### src/rtl/mat4x2_2x2_seq_ctrl.sv
// rtl/mat4x2_2x2_seq_ctrl.sv - sequenced 4x2 by 2x2 nibble matrix product on one shared dot-product datapath
// Optional build macro: MAT_SEQ_PERF_CNT_EN adds done_cnt/stall_cnt outputs.
module mat4x2_2x2_seq_ctrl #(
    parameter int DW = 4,
    localparam int OW = 2*DW+1
) (
    input  logic            clk,
    input  logic            rst_n,
    input  logic            in_valid,
    output logic            in_ready,
    input  logic [8*DW-1:0] a_in,
    input  logic [4*DW-1:0] b_in,
    output logic            out_valid,
    input  logic            out_ready,
    output logic [OW-1:0]   out_data,
    output logic [2:0]      out_idx,
    output logic            out_last,
    output logic            busy
`ifdef MAT_SEQ_PERF_CNT_EN
    ,
    output logic [15:0]     done_cnt,
    output logic [15:0]     stall_cnt
`endif
);

    typedef enum logic {IDLE, RUN} state_t;

    state_t          state, state_nxt;
    logic [8*DW-1:0] a_reg, a_nxt;
    logic [4*DW-1:0] b_reg, b_nxt;
    logic            out_valid_nxt;
    logic [OW-1:0]   out_data_nxt;
    logic [2:0]      out_idx_nxt;
    logic            out_last_nxt;

    logic [8*DW-1:0] src_a;
    logic [4*DW-1:0] src_b;
    logic [2:0]      sel_idx;
    int              row_i;
    int              col_i;
    logic [DW-1:0]   a_e0, a_e1, b_e0, b_e1;
    logic [OW-1:0]   dot;
    logic            beat_acc;

    assign beat_acc = out_valid & out_ready;
    assign in_ready = (state == IDLE);
    assign busy     = (state == RUN);

    // In IDLE the datapath looks straight at the input bus so S0 is ready on the accept edge.
    always_comb begin
        src_a   = (state == IDLE) ? a_in : a_reg;
        src_b   = (state == IDLE) ? b_in : b_reg;
        sel_idx = (state == IDLE) ? 3'd0 : 3'(out_idx + 3'd1);
        row_i   = int'(sel_idx[2:1]);
        col_i   = int'(sel_idx[0]);
        a_e0    = src_a[2*DW*row_i +: DW];
        a_e1    = src_a[2*DW*row_i + DW +: DW];
        b_e0    = src_b[DW*col_i +: DW];
        b_e1    = src_b[DW*col_i + 2*DW +: DW];
        dot     = OW'(a_e0) * OW'(b_e0) + OW'(a_e1) * OW'(b_e1);
    end

    always_ff @(posedge clk or negedge rst_n) begin
        if (!rst_n) begin
            state     <= IDLE;
            a_reg     <= '0;
            b_reg     <= '0;
            out_valid <= 1'b0;
            out_data  <= '0;
            out_idx   <= 3'd0;
            out_last  <= 1'b0;
        end else begin
            state     <= state_nxt;
            a_reg     <= a_nxt;
            b_reg     <= b_nxt;
            out_valid <= out_valid_nxt;
            out_data  <= out_data_nxt;
            out_idx   <= out_idx_nxt;
            out_last  <= out_last_nxt;
        end
    end

    always_comb begin
        state_nxt     = state;
        a_nxt         = a_reg;
        b_nxt         = b_reg;
        out_valid_nxt = out_valid;
        out_data_nxt  = out_data;
        out_idx_nxt   = out_idx;
        out_last_nxt  = out_last;
        case (state)
            IDLE: begin
                if (in_valid) begin
                    a_nxt         = a_in;
                    b_nxt         = b_in;
                    out_valid_nxt = 1'b1;
                    out_data_nxt  = dot;
                    out_idx_nxt   = 3'd0;
                    out_last_nxt  = 1'b0;
                    state_nxt     = RUN;
                end
            end
            RUN: begin
                if (beat_acc) begin
                    if (out_last) begin
                        out_valid_nxt = 1'b0;
                        out_last_nxt  = 1'b0;
                        state_nxt     = IDLE;
                    end else begin
                        out_data_nxt  = dot;
                        out_idx_nxt   = sel_idx;
                        out_last_nxt  = (sel_idx == 3'd7);
                    end
                end
            end
            default: state_nxt = IDLE;
        endcase
    end

`ifdef MAT_SEQ_PERF_CNT_EN
    // done_cnt wraps, stall_cnt saturates.
    always_ff @(posedge clk or negedge rst_n) begin
        if (!rst_n) begin
            done_cnt  <= 16'd0;
            stall_cnt <= 16'd0;
        end else begin
            if (beat_acc && out_last)
                done_cnt <= done_cnt + 16'd1;
            if (out_valid && !out_ready && stall_cnt != 16'hFFFF)
                stall_cnt <= stall_cnt + 16'd1;
        end
    end
`endif

endmodule

### config.mk
export PLATFORM = sky130hd
export DESIGN_NAME = mat4x2_2x2_seq_ctrl
export DESIGN_NICKNAME = d
export VERILOG_FILES = /design/src/rtl/mat4x2_2x2_seq_ctrl.sv
export SDC_FILE = /design/constraint.sdc
export NUM_CORES = 1
export LEC_CHECK = 0
export ABC_CLOCK_PERIOD_IN_PS = 6200
export BUFFER_PORTS_ARGS = -buffer_cell sky130_fd_sc_hd__buf_2
export CAP_MARGIN = 40
export CORE_UTILIZATION = 30
export DETAILED_ROUTE_END_ITERATION = 16
export PLACE_DENSITY = 0.58
export SLEW_MARGIN = 10
export SYNTH_ARGS = -nofsm -noshare
export SYNTH_HDL_FRONTEND = slang
export SYNTH_SLANG_ARGS = --single-unit
### constraint.sdc
create_clock -name clk -period 6.2 [get_ports clk]
set_clock_uncertainty 0.2 [all_clocks]
set_input_delay 0.31 -clock clk [delete_from_list [all_inputs] [get_ports clk]]
set_output_delay 0.31 -clock clk [all_outputs]
set_load 0.02 [all_outputs]
---- After elaboration in Yosys (flattened, before gate mapping) ----
Index checks and enable logic that the tools add are counted.
word-level totals
  register bits after elaboration ......... 63
  input port bits ......................... 52
  output and inout bits ................... 16
  logic and storage cells ................. 51
operators by class
  add/sub/neg operators ................... 4
  multipliers ............................. 2
  eq/ne operators ......................... 5
  shift operators ......................... 4
  multiplexer cells ....................... 23
  bitwise logic cells ..................... 2
  reductions and logical operators ........ 4
operators by type and width
  cell                 count
  $mux 32              1
  $shiftx 32x6->4      1
  $shiftx 32x7->4      1
  $mux 9               3
  $pmux 9 s2           1
  $mul 4x4->8          2
  $mux 16              1
  $shiftx 16x4->4      1
  $shiftx 16x6->4      1
  $mux 3               4
  $add 8x8->9          1
  $mux 1               9
  $add 5x3->6 const B  1
  $ne 2x2->1 const B   3
  $pmux 1 s2           3
  $pmux 3 s2           1
  $reduce_and 3->1     2
  $add 3x4->5 const B  1
  $reduce_and 2->1     2
  $add 3x1->3 const B  1
  $eq 3x3->1 const B   1
  $ne 2x1->1 const B   1
  $and 1x1->1          1
  $not 1->1            1

---- Logic depth before layout (Yosys ltp) ----
  depth after elaboration ................. 9
  depth in mapped cells ................... 20
  depth with buffers taken out ............ 18

---- Worst setup path before layout ----
OpenSTA, ideal clock, no wires.
  path type ............................... reg-to-reg
  from .................................... register out_idx[0]
  to ...................................... register out_data[8]
  library setup time ...................... 128 ps
  data arrival time ....................... 4,916 ps
  required time ........................... 5,872 ps
  path slack .............................. 956 ps
  stages on the path, launching flop included .. 19
  buffers on the path ..................... 2
  period minus slack after synthesis ...... 5,244 ps
  path through ............................ dfrtp_1 -> ha_1 -> buf_4 -> buf_4 -> mux2i_1 -> nor3_1 -> a211oi_2 -> or2_1 -> fa_1 -> fa_1 -> inv_1 -> fa_1 -> inv_1 -> fa_1 -> fa_1 -> nor2b_1 -> o2111ai_1 -> a211oi_1 -> nor3_1
on the way
  word-level cells in the longest chain between the ends .. 9
  elaborated cells between the ends (all ways) .. 15
  those cells by class .................... 4 x add/sub; 2 x mul; 4 x shift; 5 x mux
ends and longest elaborated chain
  item                                                RTL line  text
  start: declaration                                  16        output logic [2:0] out_idx,
  start signal: assignment                            78        out_idx <= out_idx_nxt;
  $add 3x1->3 (*)                                     53        sel_idx = (state == IDLE) ? 3'd0 : 3'(out_idx + 3'd1);
  $mux 3 (*)                                          53
  $add 5x3->6 or $add 3x4->5 (tied branches)          57, 59
  $shiftx 32x7->4 or $shiftx 16x6->4 (tied branches)  57, 59
  $mul 4x4->8                                         60        dot = OW'(a_e0) * OW'(b_e0) + OW'(a_e1) * OW'(b_e1);
  $add 8x8->9 (*)                                     60
  $mux 9                                              105       if (out_last) begin
  $mux 9                                              104       if (beat_acc) begin
  $pmux 9 s2 (*)                                      91        case (state)
  end signal: assignment                              77        out_data <= out_data_nxt;
  end: declaration                                    15        output logic [OW-1:0] out_data,
Mark *: on every way between the ends. The rest lies on a longest branch, timed or not. The select of a mux whose other input is x is not followed.
A chain may end at the register's enable or synchronous reset.

---- Worst setup path in the final report ----
  from .................................... register out_idx[1]
  to ...................................... register out_data[8]
on the way
  word-level cells in the longest chain between the ends .. 9
  elaborated cells between the ends (all ways) .. 12
  those cells by class .................... 3 x add/sub; 2 x mul; 2 x shift; 5 x mux
ends and longest elaborated chain
  item             RTL line  text
  $add 3x1->3 (*)  53
  $mux 3 (*)       53
  $add 5x3->6      57        a_e1 = src_a[2*DW*row_i + DW +: DW];
  $shiftx 32x7->4  57
  $mul 4x4->8      60
  $add 8x8->9 (*)  60
  $mux 9           105
  $mux 9           104
  $pmux 9 s2 (*)   91
Marks and branches as above.

==> metrics.md <==
| Metric | Value |
|---|---|
| Clock tree buffer depth | 2 |
| DP Worst Slack | 0.579 ns |
| Crit Path Max Fanout | 15 |
| Critical path capture point type | flip-flop |
| Max_cap viols | 0 |
| Root buffer cell | clkbuf_16 |
| Routed Antenna Nets | 0 |
| YS warnings | 0 |
| RSZ-0062 raised after global routing | no |
| Post-CTS sizing | 0 |
| Mapped Nets | 554 |
| Power, Total | 1.82 mW |
| Max stage delay on crit path | 0.75 ns |
| Mapped Cells | 462 |
| Largest net degree at the start of global routing | 64 |
| CP Class | reg -> reg |
| H-tree depth | 3 |
| Initial Util | 31.1% |
| Post-Syn Area | 3980 um^2 |
| Post-route clock period utilization | 90.6% |
| Die area | 13,700 um^2 |
| WL per Instance | 13.0 um |
| Max_slew headroom | 45.9% |
| Layout cells sized above 1 | 17.8% |
| Initial drt markers | 164 |
| Yosys reg bits | 63 |
| Worst path most repeated cell | fa_1 |
| Clk sinks | 63 |
| Clock slew at reported path FFs | 0.06 ns |
| Post-DP HPWL | 7.10 mm |
| Leak Pwr | 2.75 nW |
| Worst-skew pair later-pin latency | 0.34 ns |
| Final global-route overflow total | 0 |
| Area of placed instances | 4540 um^2 |
| DRC Markers | 0 |
| N_diodes | 0 |
| Crit path launch type | flip-flop |
| Slowest cell on crit path | ha_1 |
| Chip Width | 117 um |
| Cell area after layout | 5260 um^2 |
| # hold bufs at CTS | 41 |
| First-pass GRT wire length | 16.6 mm |
| Post-CTS setup buffers | 0 |
| Post-layout minimum cycle time | 5.62 ns |
| FP Rows | 41 |
| Fin. max-slew vios | 0 |
| Finish-stage setup viols | 0 |
| VDD IR max | 0.122 mV |
| Hold Vio Cnt, Final | 0 |
| Core area | 12,800 um^2 |
| Port bufs | 67 |
| Buf+Inv Stages, Crit Path | 2 |
| Upper clock frequency limit | 178 MHz |
| Post-synthesis cell type count | 36 |
| Crit path DAT | 5.63 ns |
| Slack of the critical path | 0.585 ns |
| Most frequent cells in the layout | nand2_1 (161), buf_2 (67), dfrtp_1 (63) |
| 1st-pass router iterations | 4 |
| CTS tree | built |
| Worst Tran Pin Value | 0.812 ns |
| Die Y | 117 um |
| Pwr per Cell Area | 345 nW/um^2 |
| Fin Setup TNS | 0 ns |
| Reg2reg setup slack | 0.58 ns |
| CP Cell Sequence | ha_1 -> mux2i_1 -> nor3_1 -> a211oi_2 -> or2_1 -> fa_1 -> fa_1 -> inv_1 -> fa_1 -> inv_1 -> fa_1 -> fa_1 -> nor2b_1 -> o2111ai_1 -> a211oi_1 -> nor3_1 |
| Routability cong. | 0.811 |
| GR Util All Layers | 16.0% |
| Most common cell after layout, fill and taps aside | nand2_1 |
| WHS | 0.0162 ns |
| Outcome | finished clean |
| Num CTS Buffers | 9 |
| Post-synthesis area per instance | 8.61 um^2 |
| Nets | 660 |
| Worst hold path class | in -> reg |
| Sequential area share after synthesis | 39.6% |
| CP top delay family | adder cells |
| Vias per cell | 4.53 |
| Detailed-route wire length | 9.68 mm |
| Synth-to-layout area growth | 32.3% |
| Max reg flops | 32 |
| Vias in the first global route | 3,521 |
| Req. time, crit path | 6.21 ns |
| DR vias | 3,378 |
| IO Count | 68 |
| Initial antenna violation count | 0 |
[area by class of cell]
cell class	count	area (um^2)
Clock inverter	4	53.8
Tap cell	172	215
Inverter	35	131
Fill cell	1254	7510
Multi-Input combinational cell	344	2190
Sequential cell	63	1580
Clock buffer	12	256
Timing Repair Buffer	115	838
[stage by stage]
| stage | std cells | util (%) |
|---|---|---|
| floorplan | 462 | - |
| global placement | 685 | 35.0 |
| detailed placement | 688 | 35.5 |
| CTS | 745 | 41.2 |
| global route | 745 | 41.2 |
| finish | 745 | 41.2 |
[Yosys cell counts (all sizes together)]
cell	count	share of area, %
a211oi	10	2.9
a21o	2	0.38
a21oi	14	1.8
a31oi	1	0.16
a32o	1	0.25
and2b	1	0.19
and3	1	0.16
and4	2	0.44
buf	8	1.1
clkbuf	12	1.1
dfrtp	63	40
fa	18	9.1
ha	22	6.9
inv	35	3.3
mux2i	24	6.0
nand2	161	15
nand2b	1	0.16
nand3	1	0.13
nand4	1	0.16
nor2	39	3.7
nor2b	3	0.47
nor3	20	2.5
nor3b	1	0.19
o2111ai	1	0.22
o21a	3	0.57
o21ai	5	0.63
o31ai	1	0.19
o41ai	1	0.22
or2	6	0.94
xnor2	1	0.41
xor2	3	0.85
[logic make-up (layout without fill, tap and decap cells)]
group | Yosys count | count (layout) | share of synthesized area [%]
AOI/OAI and AO/OA | 39 | 39 | 7.27
xor gates and xnor gates | 4 | 4 | 1.26
adders and majority gates | 40 | 40 | 16.0
buffers and inverters | 55 | 166 | 5.57
DFF | 63 | 63 | 39.6
muxes | 24 | 24 | 6.04
and+or+nand+nor | 237 | 237 | 24.2
[layer usage]
layer / global-route usage, % / vias up / routed length (um)
li1: - / 1691 / -
met3: 3.19 / 12 / 315
met5: 0 / - / 0
met2: 26.9 / 66 / 4490
met1: 20.5 / 1609 / 4720
met4: 5.91 / 0 / 163
[power by group]
group	switching [mW]	leakage (nW)	internal [mW]
Sequential	0.0277	0.803	0.459
Combinational	0.465	1.80	0.341
Clock	0.190	0.145	0.334
[final timing paths]
path | startpoint | end | depth (start not counted)
worst min-delay path | a_in[2] | a_reg[2] | 3
worst max-delay path | out_idx[1] | out_data[8] | 16
worst max register to register | out_idx[1] | out_data[8] | 16
worst min register to register | out_data[2] | out_data[2] | 2
min in group asynchronous | rst_n | b_reg[7] | 3
max in group asynchronous | rst_n | a_reg[11] | 3
[worst reg2reg max path: cells and delay by family, from the launching register on]
kind / cells / cell delay, ns
buffers and inverters: 2 / 0.10
muxes: 1 / 0.30
adders and majority gates: 6 / 3.22
DFF: 1 / 0.39
and+or+nand+nor: 4 / 0.52
AOI/OAI and AO/OA: 3 / 0.74
No activity file was read; power rests on OpenSTA's default activity.
